==> src/rtl/uart_bcd_frame_tx_pkg.sv <==
// Shared definitions for the BCD frame serialiser: ASCII constants,
// FSM state encoding and the saturation limit of the drop counter.
package uart_bcd_frame_tx_pkg;

  localparam logic [7:0] ASCII_0     = 8'h30;
  localparam logic [7:0] ASCII_QM    = 8'h3F;
  localparam logic [7:0] ASCII_CR    = 8'h0D;
  localparam logic [7:0] ASCII_LF    = 8'h0A;
  localparam logic [7:0] ASCII_COMMA = 8'h2C;

  localparam logic [7:0] DROP_MAX = 8'hFF;

  typedef enum logic [2:0] {
    ST_IDLE  = 3'd0,
    ST_DIGIT = 3'd1,
    ST_SEP   = 3'd2,
    ST_CR    = 3'd3,
    ST_LF    = 3'd4
  } state_e;

endpackage

==> src/rtl/uart_bcd_frame_tx_if.sv <==
// Byte stream towards the UART transmitter (valid/ready).
//   tx_data  : ASCII byte, master -> slave
//   tx_valid : tx_data is valid, master -> slave
//   tx_ready : slave accepts the byte this cycle, slave -> master
interface uart_bcd_frame_tx_if;
  logic [7:0] tx_data;
  logic       tx_valid;
  logic       tx_ready;

  modport master (output tx_data, output tx_valid, input tx_ready);
  modport slave  (input tx_data, input tx_valid, output tx_ready);
endinterface

==> src/rtl/uart_bcd_frame_tx_digit.sv <==
// Combinational BCD nibble to ASCII converter.
//   nib     : BCD nibble in
//   ascii   : '0'..'9' for 0..9, '?' for A..F
//   is_zero : nibble is exactly zero (A..F count as non-zero)
module bcd_ascii_digit
  import uart_bcd_frame_tx_pkg::*;
(
  input  logic [3:0] nib,
  output logic [7:0] ascii,
  output logic       is_zero
);

  always_comb begin
    is_zero = (nib == 4'd0);
    if (nib <= 4'd9) ascii = ASCII_0 + {4'h0, nib};
    else             ascii = ASCII_QM;
  end

endmodule

==> src/rtl/uart_bcd_frame_tx.sv <==
// Multi-channel BCD-to-ASCII frame serialiser. A trigger snapshots all
// channels and emits one text line, e.g. "0123,9000\r\n", over a
// valid/ready byte interface.
//   clk, reset : clock, synchronous active-high reset
//   data       : ch c digit d (d=0 is LSD) at [(c*NUM_DIGITS+d)*4 +: 4]
//   trigger    : request one frame (ignored and counted while busy)
//   tx         : byte stream master (tx_data/tx_valid/tx_ready)
//   busy       : frame in progress
//   dropped    : saturating count of triggers ignored while busy
module uart_bcd_frame_tx
  import uart_bcd_frame_tx_pkg::*;
#(
  parameter int         NUM_CH      = 2,
  parameter int         NUM_DIGITS  = 8,
  parameter int         LZ_SUPPRESS = 0,
  parameter logic [7:0] SEP_CHAR    = 8'h2C,
  parameter int         CRLF        = 1
) (
  input  logic                             clk,
  input  logic                             reset,
  input  logic [NUM_CH*NUM_DIGITS*4-1:0]   data,
  input  logic                             trigger,
  uart_bcd_frame_tx_if.master              tx,
  output logic                             busy,
  output logic [7:0]                       dropped
);

  localparam int CW = $clog2(NUM_CH) + 1;
  localparam int DW = $clog2(NUM_DIGITS) + 1;
  localparam int SW = NUM_CH * NUM_DIGITS * 4;
  localparam logic [CW-1:0] LAST_CH = CW'(NUM_CH - 1);
  localparam logic [DW-1:0] TOP_DIG = DW'(NUM_DIGITS - 1);

  state_e        state_q, state_d;
  logic [SW-1:0] snap_q, snap_d;
  logic [CW-1:0] ch_q, ch_d;
  logic [DW-1:0] dig_q, dig_d;
  logic          seen_q, seen_d;   // a digit of this channel has been emitted
  logic [7:0]    dropped_q, dropped_d;

  logic [3:0]    cur_nib;
  logic [7:0]    cur_ascii;
  logic          cur_zero;
  logic          skip;

  // Digit select: mux over the snapshot indexed by (channel, digit).
  always_comb begin
    cur_nib = 4'h0;
    for (int c = 0; c < NUM_CH; c++) begin
      for (int d = 0; d < NUM_DIGITS; d++) begin
        if (ch_q == c[CW-1:0] && dig_q == d[DW-1:0])
          cur_nib = snap_q[(c*NUM_DIGITS+d)*4 +: 4];
      end
    end
  end

  bcd_ascii_digit u_digit (
    .nib     (cur_nib),
    .ascii   (cur_ascii),
    .is_zero (cur_zero)
  );

  always_ff @(posedge clk) begin
    if (reset) begin
      state_q   <= ST_IDLE;
      snap_q    <= '0;
      ch_q      <= '0;
      dig_q     <= '0;
      seen_q    <= 1'b0;
      dropped_q <= 8'h00;
    end else begin
      state_q   <= state_d;
      snap_q    <= snap_d;
      ch_q      <= ch_d;
      dig_q     <= dig_d;
      seen_q    <= seen_d;
      dropped_q <= dropped_d;
    end
  end

  always_comb begin
    state_d     = state_q;
    snap_d      = snap_q;
    ch_d        = ch_q;
    dig_d       = dig_q;
    seen_d      = seen_q;
    skip        = 1'b0;
    tx.tx_valid = 1'b0;
    tx.tx_data  = 8'h00;
    case (state_q)
      ST_IDLE: begin
        if (trigger) begin
          snap_d  = data;
          ch_d    = '0;
          dig_d   = TOP_DIG;
          seen_d  = 1'b0;
          state_d = ST_DIGIT;
        end
      end
      ST_DIGIT: begin
        // Leading zero skipped without a handshake; digit 0 always goes out.
        skip        = (LZ_SUPPRESS != 0) && cur_zero && !seen_q && (dig_q != '0);
        tx.tx_valid = !skip;
        tx.tx_data  = cur_ascii;
        if (skip || tx.tx_ready) begin
          seen_d = seen_q || !cur_zero;
          if (dig_q != '0)          dig_d   = dig_q - DW'(1);
          else if (ch_q != LAST_CH) state_d = ST_SEP;
          else                      state_d = (CRLF != 0) ? ST_CR : ST_LF;
        end
      end
      ST_SEP: begin
        tx.tx_valid = 1'b1;
        tx.tx_data  = SEP_CHAR;
        if (tx.tx_ready) begin
          ch_d    = ch_q + CW'(1);
          dig_d   = TOP_DIG;
          seen_d  = 1'b0;
          state_d = ST_DIGIT;
        end
      end
      ST_CR: begin
        tx.tx_valid = 1'b1;
        tx.tx_data  = ASCII_CR;
        if (tx.tx_ready) state_d = ST_LF;
      end
      ST_LF: begin
        tx.tx_valid = 1'b1;
        tx.tx_data  = ASCII_LF;
        if (tx.tx_ready) state_d = ST_IDLE;
      end
      default: state_d = ST_IDLE;
    endcase
  end

  // A trigger landing on the final LF acceptance still sees a busy FSM.
  always_comb begin
    dropped_d = dropped_q;
    if (trigger && state_q != ST_IDLE && dropped_q != DROP_MAX)
      dropped_d = dropped_q + 8'd1;
  end

  assign busy    = (state_q != ST_IDLE);
  assign dropped = dropped_q;

endmodule

==> src/flat_wrapper.sv <==
// flat-port wrapper written by rule: the top's interface ports become plain ports
module uart_bcd_frame_tx_flat import uart_bcd_frame_tx_pkg::*;
#(
  parameter int         NUM_CH      = 2,
  parameter int         NUM_DIGITS  = 8,
  parameter int         LZ_SUPPRESS = 0,
  parameter logic [7:0] SEP_CHAR    = 8'h2C,
  parameter int         CRLF        = 1
)
  (clk, reset, data, trigger, busy, dropped, tx_tx_data, tx_tx_valid, tx_tx_ready);
  uart_bcd_frame_tx_if tx_i ();
  input  logic clk;
  input  logic reset;
  input  logic [NUM_CH*NUM_DIGITS*4-1:0] data;
  input  logic trigger;
  output logic busy;
  output logic [7:0] dropped;
  output wire logic [$bits(tx_i.tx_data)-1:0] tx_tx_data;
  output wire logic [$bits(tx_i.tx_valid)-1:0] tx_tx_valid;
  input wire logic [$bits(tx_i.tx_ready)-1:0] tx_tx_ready;
  assign tx_tx_data = tx_i.tx_data;
  assign tx_tx_valid = tx_i.tx_valid;
  assign tx_i.tx_ready = tx_tx_ready;
  uart_bcd_frame_tx #(.NUM_CH(NUM_CH), .NUM_DIGITS(NUM_DIGITS), .LZ_SUPPRESS(LZ_SUPPRESS), .SEP_CHAR(SEP_CHAR), .CRLF(CRLF)) u_core (.clk(clk), .reset(reset), .data(data), .trigger(trigger), .tx(tx_i), .busy(busy), .dropped(dropped));
endmodule
==> config.mk <==
export PLATFORM = sky130hd
export DESIGN_NAME = uart_bcd_frame_tx_flat
export DESIGN_NICKNAME = d
export VERILOG_FILES = /design/src/rtl/uart_bcd_frame_tx_pkg.sv /design/src/rtl/uart_bcd_frame_tx_if.sv /design/src/rtl/uart_bcd_frame_tx_digit.sv /design/src/rtl/uart_bcd_frame_tx.sv /design/src/flat_wrapper.sv
export SDC_FILE = /design/constraint.sdc
export NUM_CORES = 1
export LEC_CHECK = 0
export CAP_MARGIN = 40
export CORE_MARGIN = 2
export CORE_UTILIZATION = 32
export DETAILED_ROUTE_END_ITERATION = 12
export PLACE_DENSITY_LB_ADDON = 0.08
export SYNTH_ARGS = -nofsm -noshare
export SYNTH_HDL_FRONTEND = slang
export SYNTH_SLANG_ARGS = --single-unit
==> constraint.sdc <==
create_clock -name clk -period 4 [get_ports clk]
set_input_delay 0.6 -clock clk [delete_from_list [all_inputs] [get_ports clk]]
set_output_delay 0.6 -clock clk [all_outputs]
set_load 0.05 [all_outputs]
Word-level counts from Yosys, hierarchy flattened. Cells that the tools add are included. W data, S select, Z words.

Reduce and logical (&&, ||, !) cells: 30. Shift operators: 0. Divide/modulo/power cells: 0. Bitwise gates (word level): 0. Multipliers: 0. Magnitude comparators: 1. Add/sub/neg operators: 4. Eq/ne operators: 21. Multiplexer cells: 35.

Operators by type and width (number): $mux W4 (20); $pmux W7 S4 (1); $logic_and A1 B1 Y1 (18); $mux W3 (6); $eq A4 B3 Y1 const B (4); $pmux W3 S5 (1); $ne A2 B2 Y1 const B (6); $pmux W4 S3 (1); $add A8 B1 Y8 const B (1); $eq A4 B2 Y1 const B (2); $ne A8 B8 Y1 const B (1); $add A6 B4 Y7 const A (1); $mux W7 (1); $eq A3 B2 Y1 const B (2); $reduce_and A6 Y1 (1); $reduce_bool A3 Y1 (2); $reduce_and A5 Y1 (1); $eq A4 B1 Y1 const B (1); $le A4 B4 Y1 const B (1); $logic_not A4 Y1 (1); $mux W2 (2); $ne A2 B1 Y1 const B (2); $pmux W2 S2 (1); $reduce_bool A4 Y1 (1); 12 further kinds (13).

Memory bits (writable): 0. Flip-flop bits (word level): 81. Output and inout port bits: 18. Memory bits (read-only): 0. Latch bits: 0. Memories: 0. Logic and storage cells: 96.

Logic depth before layout (Yosys ltp).
Depth after elaboration: 21. Gate-level depth with buffers: 11.

By module. From an unflattened synthesis, not the netlist that was laid out.

Cell total of the unflattened synthesis: 568. Area total of the unflattened synthesis: 4262.8 um2.

Modules (own cells, without submodules): uart_bcd_frame_tx (cells each 556, times used 1, area an instance 4180.3 um2); bcd_ascii_digit (cells each 12, times used 1, area an instance 82.6 um2).

Worst setup path before layout. OpenSTA, ideal clock, no wires.

Path kind: flip-flop to output port. Start point: register u_core.dig_q[0]. End point: output tx_tx_data[0]. Arrival: 3.097 ns. Setup slack: 0.303 ns. Path buffers: 3. Required time: 3.400 ns. Cell stages (with the launch flop): 11. Cells stage by stage: dfxtp_1 > inv_1 > ha_1 > buf_2 > buf_2 > buf_1 > o31ai_1 > o311ai_0 > a211oi_1 > nor2_1 > a221oi_1.

Cells in the longest elaborated chain, start to end: 21.

RTL lines: from (decl) (line uart_bcd_frame_tx.sv:37) `logic [DW-1:0] dig_q, dig_d;`; from (signal assigned) (line uart_bcd_frame_tx.sv:75) `dig_q <= dig_d;`; $logic_not A4 Y1 (line uart_bcd_frame_tx.sv:51) `if (ch_q == c[CW-1:0] && dig_q == d[DW-1:0])`; $logic_and A1 B1 Y1 (line uart_bcd_frame_tx.sv:51); $mux W4 (15 in series) (line uart_bcd_frame_tx.sv:51); $mux W4 (*) (line uart_bcd_frame_tx.sv:51); $add A6 B4 Y7 / $le A4 B4 Y1 (equally long branches) (line uart_bcd_frame_tx_digit.sv:15) `if (nib <= 4'd9) ascii = ASCII_0 + {4'h0, nib};`; $mux W7 (*) (line uart_bcd_frame_tx_digit.sv:15); $pmux W7 S4 (*) (line uart_bcd_frame_tx.sv:90) `case (state_q)`; to (decl) (line flat_wrapper.sv:18) `output wire logic [$bits(tx_i.tx_data)-1:0] tx_tx_data;`.

Every way passes the cells marked *; elsewhere a longest branch is shown, timed or not.

Worst setup path after layout. Ends and elaborated chain as after synthesis.

==> results by stage <==
Critical path:
- The highest fanout seen on the critical path is 10.
- The required arrival time at the worst endpoint is 3.40 ns.
- The critical path contains buffers and inverters numbering 3 combined.
- STA classifies the critical path endpoint as a primary output.
- For this run, the slowest stage of the critical path takes between 0.4 and 0.5 ns.
- The critical path goes through inv_1 -> ha_1 -> buf_4 -> or3b_2 -> a31oi_1 -> o221ai_1 -> a32oi_1 -> and2_1 -> a221oi_1 -> buf_12.
- Data on the critical path arrives at its endpoint at 3.13 ns.
- The cell family contributing the most delay on the critical path is compound AO/OA/AOI/OAI gates.
- The worst setup path is launched from a register.
- The worst-path cell with the longest stage delay is sky130_fd_sc_hd__or3b_2.
- The critical path in this run is classified as reg -> out.

STA:
- On the final layout, the worst clock skew is about 0.0023 ns.
- Final hold analysis gives a worst-case slack of 0.455 ns.
- The count of final max-slew check failures is 0.
- The slew of the pin with the lowest slew margin is approximately 0.64 ns.
- The post-route minimum period is 3.73 ns.
- The final total negative setup slack is 0 ns.
- Timing would allow up to 268 MHz.
- The ratio of final minimum period to clock period is 0.932.
- Setup repair after global routing left no endpoint under its margin.
- The worst max-slew margin expressed relative to the limit is 0.572.
- The number of endpoints with negative hold slack in the final report is 0.
- Setup violations remaining at the end of the flow were counted as 0.

GRT:
- The via count of the first global-routing pass is 3819.
- In the global route stage, overall resource usage came out at 0.168.
- The most crowded layer after global routing is met2.
- The global-route met3 utilization is 0.0446.
- The global-route wire length before repair is roughly 19 mm.
- The largest net degree at the start of global routing is 48.
- For met2 alone, demand over resource in global routing was 0.277.
- For this run the aggregate overflow at the end of global routing stands at 0.
- For this run, global-route usage on met1 was measured as 0.217.
- The number of antenna violations at the first check in global routing was 0.

Pwr:
- Dividing total power by cell area gives a power density of slightly above 400 nW/um2.
- The total internal power is ~1.5 mW.
- The switching share of total power is 0.300.
- The share of total power in the clock network is 0.327.
- The logic gate share of total power is 0.259.
- The static leakage power is 1.90 nW.
- The largest voltage drop on the vdd net is 0.201 mV.
- Of the total power, registers draw 0.415.
- The net switching power of the design is 0.659 mW.

Synth:
- The synthesized design contains 0 enable-type register cells.
- The cell area after synthesis is 4130 um2.
- In the synthesized netlist the dominant register cell turns out to be sky130_fd_sc_hd__dfxtp_1.
- After technology mapping, the gate count stands at 552.
- Of the total synthesized cell area, the portion taken by XOR and XNOR cells is 0.0149.
- After synthesis, the largest family of logic cells by area is simple AND/OR/NAND/NOR gates.
- The async set-or-reset flop fraction in the synthesized netlist is 0.
- sky130_fd_sc_hd__nand2_1 is the most common cell in the netlist.
- Sorting the synthesized cells by how often they occur yields sky130_fd_sc_hd__nand2_1, sky130_fd_sc_hd__a21oi_1, sky130_fd_sc_hd__dfxtp_1.
- The area share of fa/ha/maj cells after synthesis is 0.0212.
- sky130_fd_sc_hd__dfxtp_1 takes more of the synthesized area than any other cell.
- The area share of the largest cell type after synthesis is 0.393.
- The fraction of the mapped netlist area in compound gates is 0.240.
- Yosys attributes the largest share of cell area to sky130_fd_sc_hd__dfxtp_1, sky130_fd_sc_hd__nand2_1, sky130_fd_sc_hd__a21oi_1, sky130_fd_sc_hd__clkbuf_1, sky130_fd_sc_hd__ha_1.
- For this run, the register share of the synthesized area comes to 0.393.
- Of the post-synthesis cell area, the part taken by muxes is 0.00758.
- After synthesis, the mean cell area works out to 7.48 um2.
- The count of state elements after synthesis is 81.
- During synthesis, Yosys emitted a total of 0 warnings.
- The netlist uses 58 different library cells.
- Of the total synthesized cell area, the portion taken by AND, OR, NAND and NOR gates is 0.256.

Clock tree:
- The total clock sinks is a little over 80.
- Counting the buffers created by CTS gives 9.
- The clock latency at the later pin of the worst-skew pair is about 0.33 ns.
- The tree is rooted in a sky130_fd_sc_hd__clkbuf_16.
- The H-tree depth is 3.
- The longest clock path from root to sink contains 2 buffers.
- TritonCTS built the clock tree.
- Clock-pin slew was measured on the worst setup and hold paths at around 0.050 ns.

Job:
- Max-cap violations in this run came to 0.

Drt:
- The number of antenna-violating nets in the routed design is 0.
- In the routed design, unresolved DRC markers number 0.
- After detailed routing, the average wire length per cell comes to 14.4 um.
- The pre-antenna-repair detailed-routing pass consisted of 5 iterations.
- Summing over every cut layer, the via total after detailed routing is 3943.
- The final wirelength is 11.3 mm.
- The initial DRC count is 261.
- The vias per cell is 5.00.

Floorplan:
- The number of placed I/O pins is 86.
- In this run the horizontal extent of the chip is 118 um.
- In this run the standard cell core region covers 12600 um2.
- The floorplan step defined a die boundary enclosing 13800 um2.
- The cell row count is 41.
- From bottom edge to top edge, the die measures ~120 um.
- The initial cell density of the core is 0.327.

Finish:
- The antenna diode instance count is 0.
- The layout-stage area growth over the synthesis result is 30.1%.
- The fill cell total of the finished layout is 1381.
- The final layout contains 689 nets.
- The fraction of final layout cells sized beyond drive strength 1 is 0.0633.

Placed design:
- In this run the tool buffered the top-level ports with 83 buffer cells.
- The HPWL after detailed placement is 8.33 mm.
- Routability-driven placement finished with a final weighted congestion of 0.848.

Run status:
- The run finished with clean final reports.

Min path:
- The class of the tightest hold or removal check is reg -> reg.
-- path summary, 6_finish.rpt --
path,start,endpoint,slack (ns),cells past startpoint
max reg2reg,u_core.dig_q[0],u_core.dig_q[3],1.66,8
min reg2reg,u_core.snap_q[9],u_core.snap_q[9],0.46,2
max,u_core.dig_q[0],tx_tx_data[0],0.27,10
min,u_core.snap_q[9],u_core.snap_q[9],0.46,2
-- stage by stage --
step	utilization	worst slack [ns]	cells	total power [mW]	area, um2
2_1_floorplan	-	0.303	553	1.29	4130
3_3_place_gp	0.404	0.617	774	1.48	5090
3_5_place_dp	0.405	0.546	775	1.50	5110
4_1_cts	0.425	0.178	788	2.23	5370
5_1_grt	0.425	0.0377	788	2.32	5370
6_report	0.425	0.271	788	2.20	5370
-- layer usage --
metal,wire length (um),vias to the layer above,part of all wire
met4,127,0,0.011
met3,466,9,0.041
met5,0,-,0
met1,5380,1844,0.48
met2,5340,73,0.47
li1,-,2017,-
-- flip-flops by register name, indices dropped and copies added (netlist names) --
register and count:
u_core.state_q 3, u_core.ch_q 2, u_core.dig_q 4, u_core.dropped 8, u_core.snap_q 64
-- cells in the final DEF (no fill, tap or decap), drive strengths merged, types with 6 or more instances in the layout --
cell type      count
o21ai              9
inv               19
nand3              7
nor2              21
a211oi             6
nor3               6
clkbuf            12
dfxtp             81
ha                 7
a21oi             90
xnor2              6
buf               17
nand2            148
a221oi             6
nand3b             9
clkdlybuf4s50     78
nor2b              8
-- repair_timing --
item                       4_1_cts  5_1_grt
setup endpoints to repair        0        1
hold buffers                     0        0
gates resized for setup          0        1
buffers inserted                 0        0
-- worst register-to-register path: cells and delay by family (launching register included) --
| family | cells | cell delay (ns) |
|---|---|---|
| simple gates | 2 | 0.39 |
| xor+xnor | 1 | 0.18 |
| fa+ha+maj | 1 | 0.33 |
| compound gates | 2 | 0.58 |
| flops | 1 | 0.38 |
| buf+inv | 2 | 0.34 |
-- layout make-up --
class | count | area (um2) | area share
multi-input combinational | 408 | 2240 | 0.417
clock buffer | 12 | 246 | 0.0459
inverter | 19 | 71.3 | 0.0133
sequential | 81 | 1620 | 0.302
timing repair buffer | 95 | 968 | 0.180
tap | 172 | 215 | 0.0401
clock inverter | 1 | 5.00 | 0.000932
-- power groups by stage --
stage          Sequential [mW]  Clock, mW  Combinational (mW)
2_1_floorplan            0.909          0               0.377
3_3_place_gp             0.927          0               0.556
3_5_place_dp             0.928          0               0.569
4_1_cts                  0.911      0.744               0.571
5_1_grt                  0.919      0.778               0.627
6_report                 0.911      0.717               0.568
-- cells by family after synthesis --
| logic type | Yosys count |
|---|---|
| AO/OA/AOI/OAI | 156 |
| adder cells (fa/ha/maj) | 7 |
| XOR/XNOR | 7 |
| multiplexers | 3 |
| buffers and inverters | 64 |
| flip-flops | 81 |
| other | 1 |
| AND/OR/NAND/NOR | 233 |
No activity file was read; power rests on OpenSTA's default activity.
